File: src/rtl/krypton_vga_out.sv
// Parametrised VGA timing generator and latency-aligned, blanked RGB output stage.
// Optional colour-bar generator is enabled by defining KRYPTON_VGA_TESTBARS_EN.
module krypton_vga_out #(
  parameter int H_ACTIVE = 640,
  parameter int H_FP     = 16,
  parameter int H_SYNC   = 96,
  parameter int H_BP     = 48,
  parameter int V_ACTIVE = 480,
  parameter int V_FP     = 10,
  parameter int V_SYNC   = 2,
  parameter int V_BP     = 33,
  parameter bit SYNC_POL = 1'b0,
  parameter int CBITS    = 3,
  parameter int PIPE_LAT = 1,
  parameter int CNT_W    = 10
) (
  input  logic               i_Clk,
  input  logic               i_Rst,
  input  logic [3*CBITS-1:0] i_color,
  input  logic               i_testMode,
  output logic [CNT_W-1:0]   o_HCounter,
  output logic [CNT_W-1:0]   o_VCounter,
  output logic               o_frameStart,
  output logic               o_lineStart,
  output logic               o_activeVideo,
  output logic               o_HSync,
  output logic               o_VSync,
  output logic [CBITS-1:0]   o_Red,
  output logic [CBITS-1:0]   o_Grn,
  output logic [CBITS-1:0]   o_Blu
);

  localparam int H_TOTAL = H_ACTIVE + H_FP + H_SYNC + H_BP;
  localparam int V_TOTAL = V_ACTIVE + V_FP + V_SYNC + V_BP;

  localparam logic [CNT_W-1:0] H_LAST     = CNT_W'(H_TOTAL - 1);
  localparam logic [CNT_W-1:0] V_LAST     = CNT_W'(V_TOTAL - 1);
  localparam logic [CNT_W-1:0] H_ACT      = CNT_W'(H_ACTIVE);
  localparam logic [CNT_W-1:0] V_ACT      = CNT_W'(V_ACTIVE);
  localparam logic [CNT_W-1:0] H_HS_START = CNT_W'(H_ACTIVE + H_FP);
  localparam logic [CNT_W-1:0] H_HS_END   = CNT_W'(H_ACTIVE + H_FP + H_SYNC);
  localparam logic [CNT_W-1:0] V_VS_START = CNT_W'(V_ACTIVE + V_FP);
  localparam logic [CNT_W-1:0] V_VS_END   = CNT_W'(V_ACTIVE + V_FP + V_SYNC);

  // run_reg holds the counters at (0,0) for the first edge after reset so that
  // the strobes, which decode the next count, can flag that first (0,0) cycle.
  logic             run_reg;
  logic [CNT_W-1:0] h_reg, v_reg;
  logic [CNT_W-1:0] h_next, v_next;
  logic             frame_start_reg, line_start_reg;

  always_comb begin
    h_next = h_reg;
    v_next = v_reg;
    if (run_reg) begin
      if (h_reg == H_LAST) begin
        h_next = '0;
        v_next = (v_reg == V_LAST) ? '0 : v_reg + 1'b1;
      end else begin
        h_next = h_reg + 1'b1;
      end
    end
  end

  always_ff @(posedge i_Clk or posedge i_Rst) begin
    if (i_Rst) begin
      run_reg         <= 1'b0;
      h_reg           <= '0;
      v_reg           <= '0;
      frame_start_reg <= 1'b0;
      line_start_reg  <= 1'b0;
    end else begin
      run_reg         <= 1'b1;
      h_reg           <= h_next;
      v_reg           <= v_next;
      frame_start_reg <= (h_next == '0) && (v_next == '0);
      line_start_reg  <= (h_next == '0);
    end
  end

  assign o_HCounter   = h_reg;
  assign o_VCounter   = v_reg;
  assign o_frameStart = frame_start_reg;
  assign o_lineStart  = line_start_reg;

  // Raw timing decode, packed as {active, hs, vs}.
  logic       active_raw, hs_raw, vs_raw;
  logic [2:0] timing_raw;

  assign active_raw = (h_reg < H_ACT) && (v_reg < V_ACT);
  assign hs_raw     = (h_reg >= H_HS_START) && (h_reg < H_HS_END);
  assign vs_raw     = (v_reg >= V_VS_START) && (v_reg < V_VS_END);
  assign timing_raw = {active_raw, hs_raw, vs_raw};

  // tline[n] carries the decode of the counters from n cycles earlier.
  logic [2:0] tline [1:PIPE_LAT+1];

  always_ff @(posedge i_Clk or posedge i_Rst) begin
    if (i_Rst) begin
      for (int i = 1; i <= PIPE_LAT + 1; i++) begin
        tline[i] <= 3'b000;
      end
    end else if (run_reg) begin
      tline[1] <= timing_raw;
      for (int i = 2; i <= PIPE_LAT + 1; i++) begin
        tline[i] <= tline[i-1];
      end
    end
  end

  // Active flag for the pixel whose colour is currently on i_color.
  logic gate_active;

  generate
    if (PIPE_LAT == 0) begin : g_gate_raw
      assign gate_active = active_raw;
    end else begin : g_gate_line
      assign gate_active = tline[PIPE_LAT][2];
    end
  endgenerate

  logic [3*CBITS-1:0] color_src;

`ifdef KRYPTON_VGA_TESTBARS_EN
  localparam int BAR_W = H_ACTIVE / 8;

  genvar gi;
  logic [6:0] bar_past;
  logic [2:0] bar_idx;
  logic [3:0] bar_raw;
  logic [3:0] bar_sel;

  generate
    for (gi = 1; gi < 8; gi++) begin : g_bar_edge
      assign bar_past[gi-1] = (h_reg >= CNT_W'(gi * BAR_W));
    end
  endgenerate

  always_comb begin
    bar_idx = 3'd0;
    for (int k = 0; k < 7; k++) begin
      bar_idx = bar_idx + {2'b00, bar_past[k]};
    end
  end

  // {mode, kk}: kk = 7 - bar index selects the R/G/B enables.
  assign bar_raw = {i_testMode, 3'd7 - bar_idx};

  generate
    if (PIPE_LAT == 0) begin : g_bar_direct
      assign bar_sel = bar_raw;
    end else begin : g_bar_line
      logic [3:0] bline [1:PIPE_LAT];
      always_ff @(posedge i_Clk or posedge i_Rst) begin
        if (i_Rst) begin
          for (int i = 1; i <= PIPE_LAT; i++) begin
            bline[i] <= 4'b0000;
          end
        end else if (run_reg) begin
          bline[1] <= bar_raw;
          for (int i = 2; i <= PIPE_LAT; i++) begin
            bline[i] <= bline[i-1];
          end
        end
      end
      assign bar_sel = bline[PIPE_LAT];
    end
  endgenerate

  assign color_src = bar_sel[3] ? {{CBITS{bar_sel[2]}}, {CBITS{bar_sel[1]}}, {CBITS{bar_sel[0]}}}
                                : i_color;
`else
  logic unused_test_mode;

  assign unused_test_mode = i_testMode;
  assign color_src        = i_color;
`endif

  logic [3*CBITS-1:0] rgb_reg;

  always_ff @(posedge i_Clk or posedge i_Rst) begin
    if (i_Rst) begin
      rgb_reg <= '0;
    end else if (run_reg) begin
      rgb_reg <= gate_active ? color_src : '0;
    end
  end

  assign o_Red = rgb_reg[3*CBITS-1:2*CBITS];
  assign o_Grn = rgb_reg[2*CBITS-1:CBITS];
  assign o_Blu = rgb_reg[CBITS-1:0];

  assign o_activeVideo = tline[PIPE_LAT+1][2];
  assign o_HSync       = ~(tline[PIPE_LAT+1][1] ^ SYNC_POL);
  assign o_VSync       = ~(tline[PIPE_LAT+1][0] ^ SYNC_POL);

endmodule

File: config.mk
export PLATFORM = sky130hd
export DESIGN_NAME = krypton_vga_out
export DESIGN_NICKNAME = d
export VERILOG_FILES = /design/src/rtl/krypton_vga_out.sv
export SDC_FILE = /design/constraint.sdc
export NUM_CORES = 1
export LEC_CHECK = 0
export CAP_MARGIN = 20
export CORE_MARGIN = 3
export CORE_UTILIZATION = 35
export DETAILED_ROUTE_END_ITERATION = 6
export PLACE_DENSITY = 0.58
export SYNTH_ARGS = -nofsm -noshare
export SYNTH_HDL_FRONTEND = slang
export SYNTH_SLANG_ARGS = --single-unit
File: constraint.sdc
create_clock -name i_Clk -period 2.8 [get_ports i_Clk]
set_input_delay 0.7 -clock i_Clk [delete_from_list [all_inputs] [get_ports i_Clk]]
set_output_delay 0.7 -clock i_Clk [all_outputs]
set_load 0.02 [all_outputs]
---- After elaboration in Yosys (flattened, before gate mapping) ----
Index checks and enable logic that the tools add are counted.
storage, ports and cells
  register bits ........................... 38
  input bits .............................. 12
  output and inout port bits .............. 34
  word-level logic and storage cells ...... 32
cells by class
  add/subtract/negate cells ............... 2
  order comparisons ....................... 6
  equality and inequality tests ........... 2
  multiplexer cells ....................... 6
  bitwise gates (word level) .............. 2
  reduce and logical (&&, ||, !) cells .... 6
operators by type and width
  kind                                                                                   count
  10-bit two-way mux                                                                     5
  10-bit by 1-bit adder with 10-bit output (second input constant)                       2
  10-bit equality test (second input constant)                                           2
  10-bit logical NOT                                                                     2
  10-bit less-than comparator (second input constant)                                    2
  10-bit by 9-bit less-than comparator with 1-bit output (second input constant)         2
  10-bit greater-or-equal comparator (second input constant)                             1
  10-bit by 9-bit greater-or-equal comparator with 1-bit output (second input constant)  1
  9-bit two-way mux                                                                      1
  1-bit logical AND                                                                      4
  1-bit inverter                                                                         2

---- Longest topological paths before layout ----
  depth in word-level cells ............... 6
  mapped depth ............................ 8
  depth with buffers taken out ............ 8

---- Worst setup path after synthesis ----
OpenSTA, ideal clock, no wires.
  kind .................................... register -> register
  start ................................... reg h_reg[0] (netlist: o_HCounter[0])
  end ..................................... reg frame_start_reg (netlist: o_frameStart)
  library setup time ...................... 0.066 ns
  arrival ................................. 2.428 ns
  required time ........................... 2.734 ns
  setup slack ............................. 0.306 ns
  cell stages (with the launch flop) ...... 9
  buffers on the path ..................... 1
  period minus slack after synthesis ...... 2.494 ns
  cell sequence ........................... dfrtp_1 -> ha_1 -> nand3_4 -> or4_4 -> buf_6 -> nor4_4 -> xor2_1 -> a2111oi_1 -> o211a_1
between the ends
  longest elaborated chain between the ends .. 5
  elaborated cells on any way between the ends .. 9
  classes of those cells .................. 1 x add/sub; 1 x eq/ne; 4 x mux; 3 x reduce/logical
RTL lines
  element                   line  source
  start: declaration        48    logic [CNT_W-1:0] h_reg, v_reg;
  start signal: assignment  74    h_reg <= h_next;
  10-bit equality test      56    if (h_reg == H_LAST) begin
  10-bit two-way mux        56
  10-bit two-way mux        55    if (run_reg) begin
  named net v_next[7]       49    logic [CNT_W-1:0] h_next, v_next;
  10-bit logical NOT        76    frame_start_reg <= (h_next == '0) && (v_next == '0);
  1-bit logical AND         76
  end signal: assignment    76
  end: declaration          50    logic frame_start_reg, line_start_reg;
The timed path passes the listed nets, and every way through them passes these cells.
A chain may end at the register's enable or synchronous reset.

---- Worst setup path after layout ----
Ends and elaborated chain as after synthesis.

==> results.md <==
- Layout cell share with drive strength beyond 1: about an eighth
- Final worst slack: 0.229 ns
- GRT overflow: 0
- Share of the synthesized area in the top cell type: 45.3%
- Ports: 46
- Cell Area, Placed: about 2600 um2
- Critical-path maximum fanout: 8
- Final nets: between 200 and 300
- Pre-CTS setup slack: 0.240 ns
- Most frequent cells in the layout: 44 x clkdlybuf4s50_1, 38 x dfrtp_1, 22 x nand2_1
- Initial antenna violation count: 0
- Relative slew slack: about 68%
- Asr flop ratio synth: 100%
- Synth top area cells: dfrtp_1 45%, xnor2_1 5.4%, nand2_1 3.9%
- TritonCTS clock tree: built
- Post-synth EDFFs: 0
- #FFs+latches synth: 38
- WP buf/inv: 0
- DP Cell Count: 319
- Count of cell types in the netlist: 49
- Die span in x: 83.5 um
- Setup CP Type: reg -> reg
- Comb pwr share: between 30% and 40%
- Die H: 83.5 um
- Reg power frac: about two fifths
- Clock buffer depth: 2
- Crit. End Element: flop
- DRT antenna net count: 0
- Clk root buf: clkbuf_8
- Starting Density: between 30% and 40%
- Buffers on Ports: 44
- Reg-to-reg slack, setup: approximately 0.23 ns
- Switching share of power: between 30% and 40%
- Total Power: between 1.5 and 2 mW
- HPWL after DPL: between 3000 and 4000 um
- Remaining DRCs: 0
- Area grow syn2layout: 28.7%
- Sequential-to-total area share from yosys stat: 45.3%
- Synthesized Nets: 224
- Hold buffer count at cts: 0
- CTS Buf Count: 5
- CP max-delay cell: or4_4
- CP arrival: roughly 2.8 ns
- CP required: slightly above 3 ns
- Synth Flop Type: dfrtp_1
- Worst-path clk slew: approximately 0.080 ns
- Number of diodes: 0
- Final period util: 91.8%
- Core area: between 5000 and 6000 um2
- Initial DRC Count: slightly below 60
- H-tree Lvls: 2
- Status: finished, final reports clean
- Cts repair resizes: 0
- Vias in the first global route: approximately 1700
- Pin count of the biggest net entering global routing: 39
- Final setup viols: 0
- Clk pwr share: around 28%
- Full die area: between 6000 and 7000 um2
- Post-synth top area cell: dfrtp_1
- Leak pwr: roughly 1.2 nW
- Final hold vios: 0
- Clk_lat worst skew: a little under 0.3 ns
- Mapped cell area: around 2100 um2
- Post-route setup TNS: 0 ns
- 1st-pass router iterations: 4
- Worst-Margin Slew: 0.471 ns
- Drt wl/cell: approximately 14 um
- Syn. warnings: 0
- CP delay by family, top: simple AND/OR/NAND/NOR gates
- Clk sink count: 38
- Post-route cell area: between 2000 and 3000 um2
- Synthesized area per cell: slightly above 10 um2
- Fin. max-slew vios: 0
- Max cap viols: 0
- Unrepaired setup endpoints after global routing: no
- Clock skew: ~0.0093 ns
- Cell count after synthesis: approximately 210
- Vias per inst: between 5 and 6
- GRT Util Overall: 14.4%
- HP Class: reg -> reg
- Final Wtd Congestion: approximately 0.79
- Final non-filler cell total: approximately 330
- Peak supply drop: 311 uV
- Via Count: 1692
- Switching power of the nets: 0.581 mW
- Crit path cell chain: ha_1 > nand3_4 > or4_4 > nor4_4 > xor2_1 > a2111oi_1 > o211a_1
- Post-Route WL: 4700 um
- FP Rows: 27
- First-pass GRT wire length: 8320 um
- Slowest stage delay, CP: ~0.61 ns
- Commonest non-fill, non-tap cell in the layout: clkdlybuf4s50_1
- Internal power: around 1.1 mW
- PwrDens: around 630 nW/um2
- Setup Buffers After CTS: 0
- Final min period: ~2.6 ns
- Max Freq: around 390 MHz
- CP startpoint kind: flop
[synthesized netlist by cell type, drive strengths merged, types with 2 or more instances]
library cell  count
a2111oi           2
a211o             2
a21o              2
a21oi             3
a22o              6
a31oi             3
and2              2
and3              5
buf               7
clkbuf            7
dfrtp            38
ha                4
inv              16
nand2            24
nand3             6
nand4             7
nor2              8
nor3              7
nor4              6
o21ai            15
o22ai             2
o31ai             3
or3               3
or4               2
xnor2            13
xor2              2
[cell type report]
class | count | area (um2)
clock buffer | 5 | 68.8
multi-input combinational | 139 | 976
tap | 72 | 90.1
fill | 532 | 2940
timing repair buffer | 53 | 508
sequential | 38 | 951
inverter | 17 | 63.8
clock inverter | 3 | 45.0
[through the flow]
| step | hold slack (ns) | utilization [%] |
|---|---|---|
| 2_1_floorplan | 0.439 | - |
| 3_3_place_gp | 0.455 | 45.9 |
| 3_5_place_dp | 0.458 | 45.9 |
| 4_1_cts | 0.480 | 47.9 |
| 5_1_grt | 0.509 | 47.9 |
| 6_report | 0.477 | 47.9 |
[power groups by stage]
stage | combinational [mW] | clock (mW) | sequential [mW]
after global placement | 0.527 | 0 | 0.706
after CTS | 0.534 | 0.491 | 0.697
after detailed placement | 0.530 | 0 | 0.706
after global routing | 0.580 | 0.515 | 0.710
after floorplan | 0.251 | 0 | 0.773
final | 0.532 | 0.475 | 0.697
[routing by layer]
layer | wire [um] | track usage (%) | vias to the layer above | part of all wire (%)
li1 | - | - | 824 | -
met1 | 2350 | 21.2 | 816 | 50
met2 | 2030 | 20.8 | 45 | 43
met3 | 248 | 3.46 | 7 | 5.3
met4 | 74 | 4.82 | 0 | 1.6
met5 | 0 | 0 | - | 0
[final timing paths]
kind	from	end	cells past startpoint
setup / recovery	o_HCounter[0]$_DFF_PP0_	o_frameStart$_DFF_PP0_	7
hold / removal	gate_active$_DFFE_PP0P_	gate_active$_DFFE_PP0P_	2
setup reg to reg	o_HCounter[0]$_DFF_PP0_	o_frameStart$_DFF_PP0_	7
hold reg to reg	gate_active$_DFFE_PP0P_	gate_active$_DFFE_PP0P_	2
max in group asynchronous	i_Rst	o_VCounter[7]$_DFF_PP0_	3
min in group asynchronous	i_Rst	o_VCounter[1]$_DFF_PP0_	3
[tightest hold or removal path, stage by stage (launching register included)]
cell     delay (ns)
dfrtp_1        0.34
nand2_1        0.05
o41ai_1        0.05
[cells by family after synthesis]
logic type	after synthesis	synth area share, %
buf+inv	31	8.22
simple gates	75	23.2
compound gates	43	13.9
mux	1	0.536
xor+xnor	15	6.26
flops	38	45.3
other cells	1	0.179
fa+ha+maj	4	2.38
Power figures use the tool's default switching activity.
==> variant, RTL diff (config.mk and constraints unchanged) <==
The parameter `CBITS` goes from 3 to 6.
--- a/src/rtl/krypton_vga_out.sv
+++ b/src/rtl/krypton_vga_out.sv
@@ -11,5 +11,5 @@
   parameter int V_BP     = 33,
   parameter bit SYNC_POL = 1'b0,
-  parameter int CBITS    = 3,
+  parameter int CBITS    = 6,
   parameter int PIPE_LAT = 1,
   parameter int CNT_W    = 10
Ports: changed (resized i_color, o_Blu, o_Grn and o_Red); port bits go from 46 to 64. The function was not compared with the original's and may differ.
==> variant against the unedited design <==
  * Setup slack gained 0.31 ns
  * Synthesized area increased by 17%
  * Clock power up 24%
  * Power increased by 12%
  * Count of clock-buffer cells in the layout is 1 higher
  * Fmax increased by 14%
  * Global-route usage increased by 0.64 points
  * Utilization is 2.0 points higher
  * Design area is 21% higher
  * Sequential cell count increased by 9
  * Die area rose by 15%
  * Clock skew is 0.00093 ns lower
  * Combinational power shrank 11%
  * Routed wire length increased by 23%
  * Critical endpoint unchanged
  * Largest power group unchanged
  * Highest routed layer unchanged
==> variant: results (changes against the unedited design) <==
| Metric | Value |
|---|---|
| Status | `completed` |
| Fraction of layout cells with a size suffix above 1 | `0.0738 (-0.0438)` |
| Seq group | `0.841 mW (+21%)` |
| RD Place Congestion | `0.813 (+2.7%)` |
| I/O Buffers | `62 (+41%)` |
| Leakage | `1.38 nW (+19%)` |
| Crit-path max cell delay | `0.43 ns (-0.18 ns)` |
| Hold Slack | `0.497 ns (+0.0208 ns)` |
| Layout net count | `349 (+29%)` |
| Crit path max fanout | `6 (-2)` |
| Finished Layout Cells | `418 (+28%)` |
| Average wire per standard cell | `13.8 um (-4.1%)` |
| Global-route wire length before repair | `9430 um (+13%)` |
| Met2 Track Usage GR | `0.227 (+0.0183)` |
| Synth unique cells | `50 (+2.0%)` |
| Post-Syn Nets | `292 (+30%)` |
| Clock power frac | `0.309 (+0.030)` |
| Setup WS pre-CTS | `0.574 ns (+0.335 ns)` |
| Placed cell areas | `3140 sq um (+21%)` |
| Register area share after synthesis | `0.480 (+0.0272)` |
| Drt first-iter violations | `66 (+14%)` |
| Hold path startpoint | `tline[3]` |
| Setup Skew | `0.00842 ns (-0.000929 ns)` |
| Total iterations of the first detailed-routing run | `4 (unchanged)` |
| Routed met1 length | `2880 um (+23%)` |
| Internal power | `1.33 mW (+18%)` |
| GR Util All Layers | `0.151 (+0.00635)` |
| Detailed-routed wire length on met2 | `2420 um (+19%)` |
| Worst EP arrival | `2.50 ns (-0.30 ns)` |
| Via count | `2019 (+19%)` |
| Synth Instances | `267 (+28%)` |
| Worst vdd ir | `0.297 mV (-4.6%)` |
| Met3 usage | `0.0392 (+0.00468)` |
| F_max | `0.442 GHz (+14%)` |
| Worst slew pin tran | `0.627 ns (+0.156 ns)` |
| Slowest cell on the critical path | `dfrtp_1` |
| GR Util met1 | `0.214 (+0.00196)` |
| Cell Count Post-Placement | `410 (+29%)` |
| Fillers | `659 (+24%)` |
| Clock group | `0.589 mW (+24%)` |
| Most frequent cells after synthesis | `dfrtp_1, nand2_1, inv_1, o21ai_0, nor2_1` |
==> variant: final timing paths <==
check,end,cells after the start
setup / recovery,o_frameStart,7
hold / removal,tline[0],2
setup reg to reg,o_frameStart,7
hold reg to reg,tline[0],2
max in group asynchronous,o_HCounter[6],3
min in group asynchronous,rgb_reg[12],2
==> variant: cells by family after synthesis <==
kind of cell | after synthesis | synth area share
flops | 47 | 0.480
buf+inv | 46 | 0.0792
compound gates | 53 | 0.130
other cells | 1 | 0.00153
mux | 4 | 0.0225
xor+xnor | 13 | 0.0465
simple gates | 99 | 0.220
fa+ha+maj | 4 | 0.0204
==> variant: cell type report <==
class	count	area, sq um	share of cell area
Sequential cell	47	1180	0.359
Multi-Input combinational cell	174	1080	0.330
Timing Repair Buffer	68	666	0.203
Tap cell	93	116	0.0355
Inverter	28	105	0.0321
Clock buffer	6	72.6	0.0222
Clock inverter	2	60.1	0.0183
==> variant: worst min-delay path, cell delays in order (launching register included) <==
cell	delay (ns)
dfrtp_1	0.35
nand2_1	0.05
o21ai_0	0.06
